`src/rtl/arc4_pkg.sv`:
```
// ARC4 shared definitions: byte width, the CT/PT length-byte address and the
// state encoding of the PRGA/decrypt sequencer.
package arc4_pkg;

  localparam int BYTE_W = 8;
  localparam logic [BYTE_W-1:0] LEN_ADDR = 8'd0;

  typedef enum logic [3:0] {
    IDLE,
    LEN_A,
    LEN_W,
    SI_A,
    SI_W,
    SJ_W,
    WR_J,
    PAD_A,
    PAD_W
  } prga_state_t;

endpackage

```
`src/rtl/arc4_prga.sv`:
```
// ARC4 pseudo-random generation and decrypt stage. Walks the key-scheduled S
// array, swapping S[i]/S[j] per byte, and XORs each keystream byte with the
// matching ciphertext byte. The length byte at address 0 is copied straight
// through to the plaintext RAM. All RAMs are synchronous with one cycle of
// read latency, so every access takes an address state and a data state.
module arc4_prga
  import arc4_pkg::*;
(
  input  logic              clk,
  input  logic              rst_n,
  input  logic              en,
  output logic              rdy,
  output logic [BYTE_W-1:0] s_addr,
  input  logic [BYTE_W-1:0] s_rddata,
  output logic [BYTE_W-1:0] s_wrdata,
  output logic              s_wren,
  output logic [BYTE_W-1:0] ct_addr,
  input  logic [BYTE_W-1:0] ct_rddata,
  output logic [BYTE_W-1:0] pt_addr,
  output logic [BYTE_W-1:0] pt_wrdata,
  output logic              pt_wren
);

  prga_state_t       state;
  logic [BYTE_W-1:0] i;
  logic [BYTE_W-1:0] j;
  logic [BYTE_W-1:0] len;
  logic [BYTE_W-1:0] si;
  logic [BYTE_W-1:0] sj;
  logic [BYTE_W-1:0] cb;

  // Sequencer and datapath registers; i never wraps because the length byte caps it at 255.
  always_ff @(posedge clk or negedge rst_n) begin
    if (!rst_n) begin
      state <= IDLE;
      i     <= '0;
      j     <= '0;
      len   <= '0;
      si    <= '0;
      sj    <= '0;
      cb    <= '0;
    end else begin
      case (state)
        IDLE: begin
          if (en) begin
            j     <= '0;
            state <= LEN_A;
          end
        end
        LEN_A: begin
          state <= LEN_W;
        end
        LEN_W: begin
          len <= ct_rddata;
          if (ct_rddata == 8'd0) begin
            state <= IDLE;
          end else begin
            i     <= 8'd1;
            state <= SI_A;
          end
        end
        SI_A: begin
          state <= SI_W;
        end
        SI_W: begin
          si    <= s_rddata;
          cb    <= ct_rddata;
          j     <= j + s_rddata;
          state <= SJ_W;
        end
        SJ_W: begin
          sj    <= s_rddata;
          state <= WR_J;
        end
        WR_J: begin
          state <= PAD_A;
        end
        PAD_A: begin
          state <= PAD_W;
        end
        PAD_W: begin
          if (i == len) begin
            state <= IDLE;
          end else begin
            i     <= i + 8'd1;
            state <= SI_A;
          end
        end
        default: begin
          state <= IDLE;
        end
      endcase
    end
  end

  // RAM port drive decoded from the state; write enables depend on state only, never on RAM data.
  always_comb begin
    rdy       = (state == IDLE);
    s_addr    = '0;
    s_wrdata  = '0;
    s_wren    = 1'b0;
    ct_addr   = '0;
    pt_addr   = '0;
    pt_wrdata = '0;
    pt_wren   = 1'b0;
    case (state)
      LEN_A: begin
        ct_addr = LEN_ADDR;
      end
      LEN_W: begin
        pt_addr   = LEN_ADDR;
        pt_wrdata = ct_rddata;
        pt_wren   = 1'b1;
      end
      SI_A: begin
        s_addr  = i;
        ct_addr = i;
      end
      SI_W: begin
        s_addr = j + s_rddata;
      end
      SJ_W: begin
        s_addr   = i;
        s_wrdata = s_rddata;
        s_wren   = 1'b1;
      end
      WR_J: begin
        s_addr   = j;
        s_wrdata = si;
        s_wren   = 1'b1;
      end
      PAD_A: begin
        s_addr = si + sj;
      end
      PAD_W: begin
        pt_addr   = i;
        pt_wrdata = s_rddata ^ cb;
        pt_wren   = 1'b1;
      end
      default: begin
      end
    endcase
  end

endmodule
```
`config.mk`:
```
export PLATFORM = sky130hd
export DESIGN_NAME = arc4_prga
export DESIGN_NICKNAME = d
export VERILOG_FILES = /design/src/rtl/arc4_pkg.sv /design/src/rtl/arc4_prga.sv
export SDC_FILE = /design/constraint.sdc
export NUM_CORES = 1
export LEC_CHECK = 0
export CAP_MARGIN = 20
export CORE_MARGIN = 4
export CORE_UTILIZATION = 45
export CTS_BUF_LIST = sky130_fd_sc_hd__clkbuf_8
export DETAILED_ROUTE_END_ITERATION = 7
export PLACE_DENSITY = 0.73
export SLEW_MARGIN = 20
export SYNTH_ARGS = -nofsm -noshare
export SYNTH_HDL_FRONTEND = slang
export SYNTH_SLANG_ARGS = --single-unit
```
`constraint.sdc`:
```
create_clock -name clk -period 5.9 [get_ports clk]
set_clock_uncertainty 0.2 [all_clocks]
set_input_delay 0.885 -clock clk [delete_from_list [all_inputs] [get_ports clk]]
set_output_delay 0.885 -clock clk [all_outputs]
set_load 0.02 [all_outputs]
```
==> metrics, run 1 <==
Reg2Reg Launch Point=state[1]; Initial DRT Pass Iterations=4; most frequent cells in the layout=nand2_1 (93), clkdlybuf4s50_1 (60), dfrtp_1 (52), o21ai_0 (19); worst skew pair latency=0.32 ns; CP Launch Type=primary input; row cnt=31; Reg2Reg Depth=5; CP cell instances=clkdlybuf4s50_1 -> ha_1 -> fa_1 -> a21o_1 -> a31oi_1 -> nand4_1 -> o211ai_2 -> a211o_1 -> clkdlybuf4s50_1; placed inst area=approximately 4000 um^2; Pint=1.153 mW; CP delay by family, top=buffers and inverters; Synth Area per Inst=slightly below 9 um^2; Switching Fraction=0.4603; Peak VDD IR=between 0.0002 and 0.0003 V; postcts setup bufs=0; drt drc=0; Yosys warnings=0; Ports=a little over 60; Final Net Count=471; Slew HR=0.3394; Core ar.=~7300 um^2; Hold Path Class=flop to flop; WP depth=9; dpl hpwl=6.757 mm; Area Growth Syn to Fin=22.26%; cells after synthesis=approximately 380; Slew Limit Fails=0; FFs w/ async S/R, synth=1.000; Root Driver=clkbuf_8; Hold EP=len[5]; Util after Layout=0.5710; clock buffer depth=2; register area share after synthesis=0.3821; vias in the first global route=2,880; Die Y=95.00 um; Leak=approximately 1.9 nW; clock tree from TritonCTS=built; grt ovf=0; routability cong.=slightly above 0.9; global router's overall resource usage=0.2167; Die X=around 95 um; data arrival time of the critical path=around 3.6 ns; Netlist cell types=56; PD cells=a little over 500 nW/um^2; top cell type's share of synthesized area=0.3821; crit-path most repeated cell=clkdlybuf4s50_1; WHS Path Cells=2; #FFs+latches synth=52; Seq pwr share=0.316; worst hold slack=a little over 0.3 ns; total die area=9024 um^2; # H-tree levels=2; CP Class=primary input to primary output; Reg2Reg Setup Slack=roughly 3.4 ns; largest net degree at the start of global routing=53; number of vias per cell=5.641; Crit Path Max Fanout=5; Top FF cell, synth=dfrtp_1; worst hold start=len[5]; Critical Path Slowest Stage Cell=clkdlybuf4s50_1; status=finished clean; WP buf/inv=2; Diodes inserted=0; RSZ-0062 raised after global routing=false; # port buffers=slightly above 60; EDFF count, synth=0; fraction of layout cells with a size suffix above 1=0.07110; clock power share=0.100; CTS Hold Buffers Added=0; setup TNS=0 ns; Critical Path RT=between 4 and 5 ns; DRT Wirelength=approximately 9.3 mm; Mapped Area=~3400 um^2; # setup viols final=0; Crit Reg-Reg Endpoint=i[7]; worst slew pin tran=about 0.99 ns; Starting Density=0.4671; Switching Power=983.5 uW; CTS Sinks=52; fmax=between 200 and 250 MHz; Reg clk slew, reported paths=roughly 0.1 ns; first-pass GRT wire length=~15 mm; CP max stage delay=0.59 ns; initial antenna violation count=0; final period utilization=0.7914; post-CTS sizing=0; TritonCTS buffer count=5; worst slack at placement=1.244 ns; post-route ant nets=0; Gate power share=0.584; fin area=around 4200 um^2; final hold vios=0; commonest non-fill, non-tap cell in the layout=nand2_1; detailed router's first-iteration violation count=164; Tmin final=~4.7 ns; Final WS setup=~1.2 ns; via count=slightly above 3k; leading post-synthesis cells by cell area=dfrtp_1 (38%), nand2_1 (10%), ha_1 (5.5%), xor2_1 (3.9%), xnor2_1 (3.6%); syn_nets=roughly 420; Max Cap Violations=0; DR WL/cell=17.39 um; CP Capture Type=primary output; leading area contributor after synthesis=dfrtp_1
## sequential cells by signal (all words and copies together), names as in the netlist
| signal | flops |
|---|---|
| cb | 8 |
| len | 8 |
| si | 8 |
| state | 4 |
| i | 8 |
| j | 8 |
| sj | 8 |
## power groups by stage
| stage | sequential (mW) | clock [mW] | combinational (mW) |
|---|---|---|---|
| global placement | 0.673 | 0 | 1.23 |
| finish | 0.675 | 0.214 | 1.25 |
| detailed placement | 0.676 | 0 | 1.25 |
| floorplan | 0.601 | 0 | 0.917 |
| CTS | 0.671 | 0.218 | 1.25 |
| global route | 0.694 | 0.231 | 1.38 |
## layout make-up
type / count / area, um^2
fill: 687 / 3128
clock buffer: 5 / 68.82
tap: 99 / 123.9
inverter: 6 / 22.52
multi-input combinational: 306 / 1998
sequential: 52 / 1301
timing repair buffer: 64 / 628.1
clock inverter: 3 / 21.27
## cell usage after synthesis (4+ instances only)
library cell	number
nor2b_1	5
nand2b_1	5
xor2_1	15
a21oi_1	9
inv_1	6
nand3_1	7
buf_2	7
nor2_1	16
ha_1	15
a22o_1	13
xnor2_1	14
o21ai_0	19
dfrtp_1	52
mux2_2	7
and2_1	16
mux2i_1	8
nor3_1	4
a21o_1	6
a211oi_1	6
nand2_1	93
clkbuf_1	10
## per-layer routing
metal	global-route usage	vias to the layer above	wire length [um]
met5	0	-	0
met4	0.06490	0	187
met1	0.2803	1455	3961
met2	0.3594	110	4408
li1	-	1434	-
met3	0.05179	19	743
## per-stage QoR
stage / power [mW] / std cells
2_1_floorplan: 1.519 / 382
3_3_place_gp: 1.898 / 527
3_5_place_dp: 1.921 / 527
4_1_cts: 2.141 / 535
5_1_grt: 2.307 / 535
6_report: 2.137 / 535
## kinds of logic after synthesis
group                      after synthesis  synth area share
AOI/OAI and AO/OA                       76            0.1602
xor gates and xnor gates                29           0.07458
adders and majority gates               17           0.06686
buffers and inverters                   24           0.03123
DFF                                     52            0.3821
muxes                                   15           0.04666
and+or+nand+nor                        169            0.2384
## worst max path at each step
stage / from / to / slack, ns
2_1_floorplan: s_rddata[0] / s_addr[6] / 2.42
3_3_place_gp: s_rddata[0] / s_addr[6] / 1.32
3_5_place_dp: s_rddata[0] / s_addr[6] / 1.24
4_1_cts: s_rddata[0] / s_addr[6] / 1.23
5_1_grt: s_rddata[0] / s_addr[6] / 1.06
6_report: s_rddata[0] / s_addr[6] / 1.23
## worst register-to-register path, stage by stage, from the launching register on
cell	delay (ns)
dfrtp_1	0.60
nor4b_2	0.80
nand2_1	0.23
a2111oi_2	0.33
xnor2_1	0.16
nor2_1	0.05
(Power assumes the default switching activity.)
==> run 2, diff against run 1 <==
PLACE_DENSITY = 0.76   (was 0.73)
clock period = 4.1 ns   (was 5.9 ns; I/O delays follow)
==> run 2 against run 1 <==
Against the previous run: sequential cell count is the same; first-iteration DRC count grew 37%; via count grew 2.4%; register-to-register slack lost 1.9 ns; non-clock buffer count grew 8; global-route usage grew 0.62 points; total power grew 47%; clock-buffer cell count is the same; critical path type unchanged; cell count grew 1.5%.
==> metrics, run 2 (synthesis gave the netlist of run 1 again) <==
status=finished clean; # port buffers=61 (unchanged); first-pass GRT wire length=15.44 mm (+3.4%); total die area=9024 um^2 (unchanged); final hold vios=0 (unchanged); PD cells=741.1 nW/um^2 (+44%); Final Net Count=479 (+1.7%); Core ar.=7292 um^2 (unchanged); clock tree from TritonCTS=built; Crit Reg-Reg Endpoint=i[7]; Slew HR=0.4199 (+0.08052); Initial DRT Pass Iterations=5 (+1); CTS Sinks=52 (unchanged); row cnt=31 (unchanged); commonest non-fill, non-tap cell in the layout=nand2_1; Reg2Reg Launch Point=state[1]; TritonCTS buffer count=5 (unchanged); detailed router's first-iteration violation count=225 (+37%); grt ovf=0 (unchanged); Reg clk slew, reported paths=0.11 ns (about the same); Max Cap Violations=0 (unchanged); fraction of layout cells with a size suffix above 1=0.08784 (+0.01674); CP Launch Point=s_rddata[0]; vias in the first global route=3,026 (+5.1%); post-route ant nets=0 (unchanged); worst skew pair latency=0.32 ns (about the same); DRT Wirelength=9.475 mm (+1.9%); routability cong.=0.8664 (-4.4%); Peak VDD IR=0.0004365 V (+63%); Area Growth Syn to Fin=24.80%; Tmin final=about 4 ns; worst slack at placement=0.09371 ns (-1.151 ns); Leak=1.978 nW (+3.7%); Slew Limit Fails=0 (unchanged); final period utilization=0.9611; Ports=62 (unchanged); fmax=between 200 and 300 MHz; DR WL/cell=17.45 um (+0.37%); Die Y=95.00 um (unchanged); RSZ-0062 raised after global routing=false; Hold Path Class=primary input to async pin; Crit Path Max Fanout=3 (-2); most frequent cells in the layout=nand2_1 (93), clkdlybuf4s50_1 (59), dfrtp_1 (52), o21ai_0 (19); CP Capture Type=primary output; Starting Density=0.4671 (unchanged); CP Launch Type=primary input; Die X=95.00 um (unchanged); via count=3,089 (+2.4%); Root Driver=clkbuf_8; Reg2Reg Depth=5 (unchanged); setup TNS=0 ns (unchanged); Critical Path RT=3.28 ns (-1.54 ns); Final WS setup=0.1595 ns (-1.071 ns); # H-tree levels=2 (unchanged); number of vias per cell=5.689 (+0.84%); clock buffer depth=2 (unchanged); drt drc=0 (unchanged); CP Class=primary input to primary output; # setup viols final=0 (unchanged); initial antenna violation count=0 (unchanged); data arrival time of the critical path=3.13 ns (-0.45 ns); dpl hpwl=6.881 mm (+1.8%); worst slew pin tran=0.8678 ns (-0.1194 ns); Diodes inserted=0 (unchanged); global router's overall resource usage=0.2229 (+0.006200); Reg2Reg Setup Slack=1.56 ns (-1.85 ns); worst setup path endpoint=s_addr[4]; largest net degree at the start of global routing=28 (-47%)
run 2: worst min path at each step:
| stage | startpoint | end |
|---|---|---|
| 2_1_floorplan | rst_n | cb[0] |
| 3_3_place_gp | cb[7] | cb[7] |
| 3_5_place_dp | cb[0] | cb[0] |
| 4_1_cts | rst_n | i[2] |
| 5_1_grt | rst_n | i[5] |
| 6_report | rst_n | i[2] |
run 2: power by group:
part           switching [mW]  internal [mW]  leakage (nW)  total (mW)
combinational            1.00          0.823          1.27        1.82
clock                   0.179          0.179        0.0593       0.359
sequential              0.238          0.729         0.650       0.967
run 2: final cells by class:
cell class / count / area [um^2]
clock buffer: 5 / 68.82
multi-input combinational: 306 / 2004
sequential: 52 / 1301
timing repair buffer: 72 / 690.7
inverter: 6 / 22.52
clock inverter: 3 / 38.79
fill: 693 / 3042
tap: 99 / 123.9
run 2: routing by layer:
layer	track usage	wire length (um)	vias to the layer above
li1	-	-	1458
met1	0.2971	4080	1491
met2	0.3594	4505	119
met3	0.04382	688	21
met4	0.08053	201	0
met5	0	0	-
run 2: timing repair:
item,4_1_cts,5_1_grt
endpoints found under the setup margin,0,1
resized for setup,0,2
buffers inserted,0,0
hold buffers,0,0
run 2: critical path: stages:
cell	delay, ns
clkdlybuf4s50_1	0.43
ha_1	0.26
fa_1	0.42
a21o_1	0.20
a31oi_2	0.27
nand3b_1	0.14
o211ai_1	0.14
clkdlybuf4s50_1	0.65
run 2: per-stage QoR:
step / area (um^2) / power (mW) / hold slack (ns) / util / instances
2_1_floorplan: 3406 / 2.186 / 0.1194 / - / 382
3_3_place_gp: 4134 / 2.726 / 0.2778 / 0.5669 / 535
3_5_place_dp: 4134 / 2.766 / 0.2835 / 0.5669 / 535
4_1_cts: 4242 / 3.149 / 0.1186 / 0.5817 / 543
5_1_grt: 4250 / 3.395 / 0.1502 / 0.5829 / 543
6_report: 4250 / 3.150 / 0.1042 / 0.5829 / 543
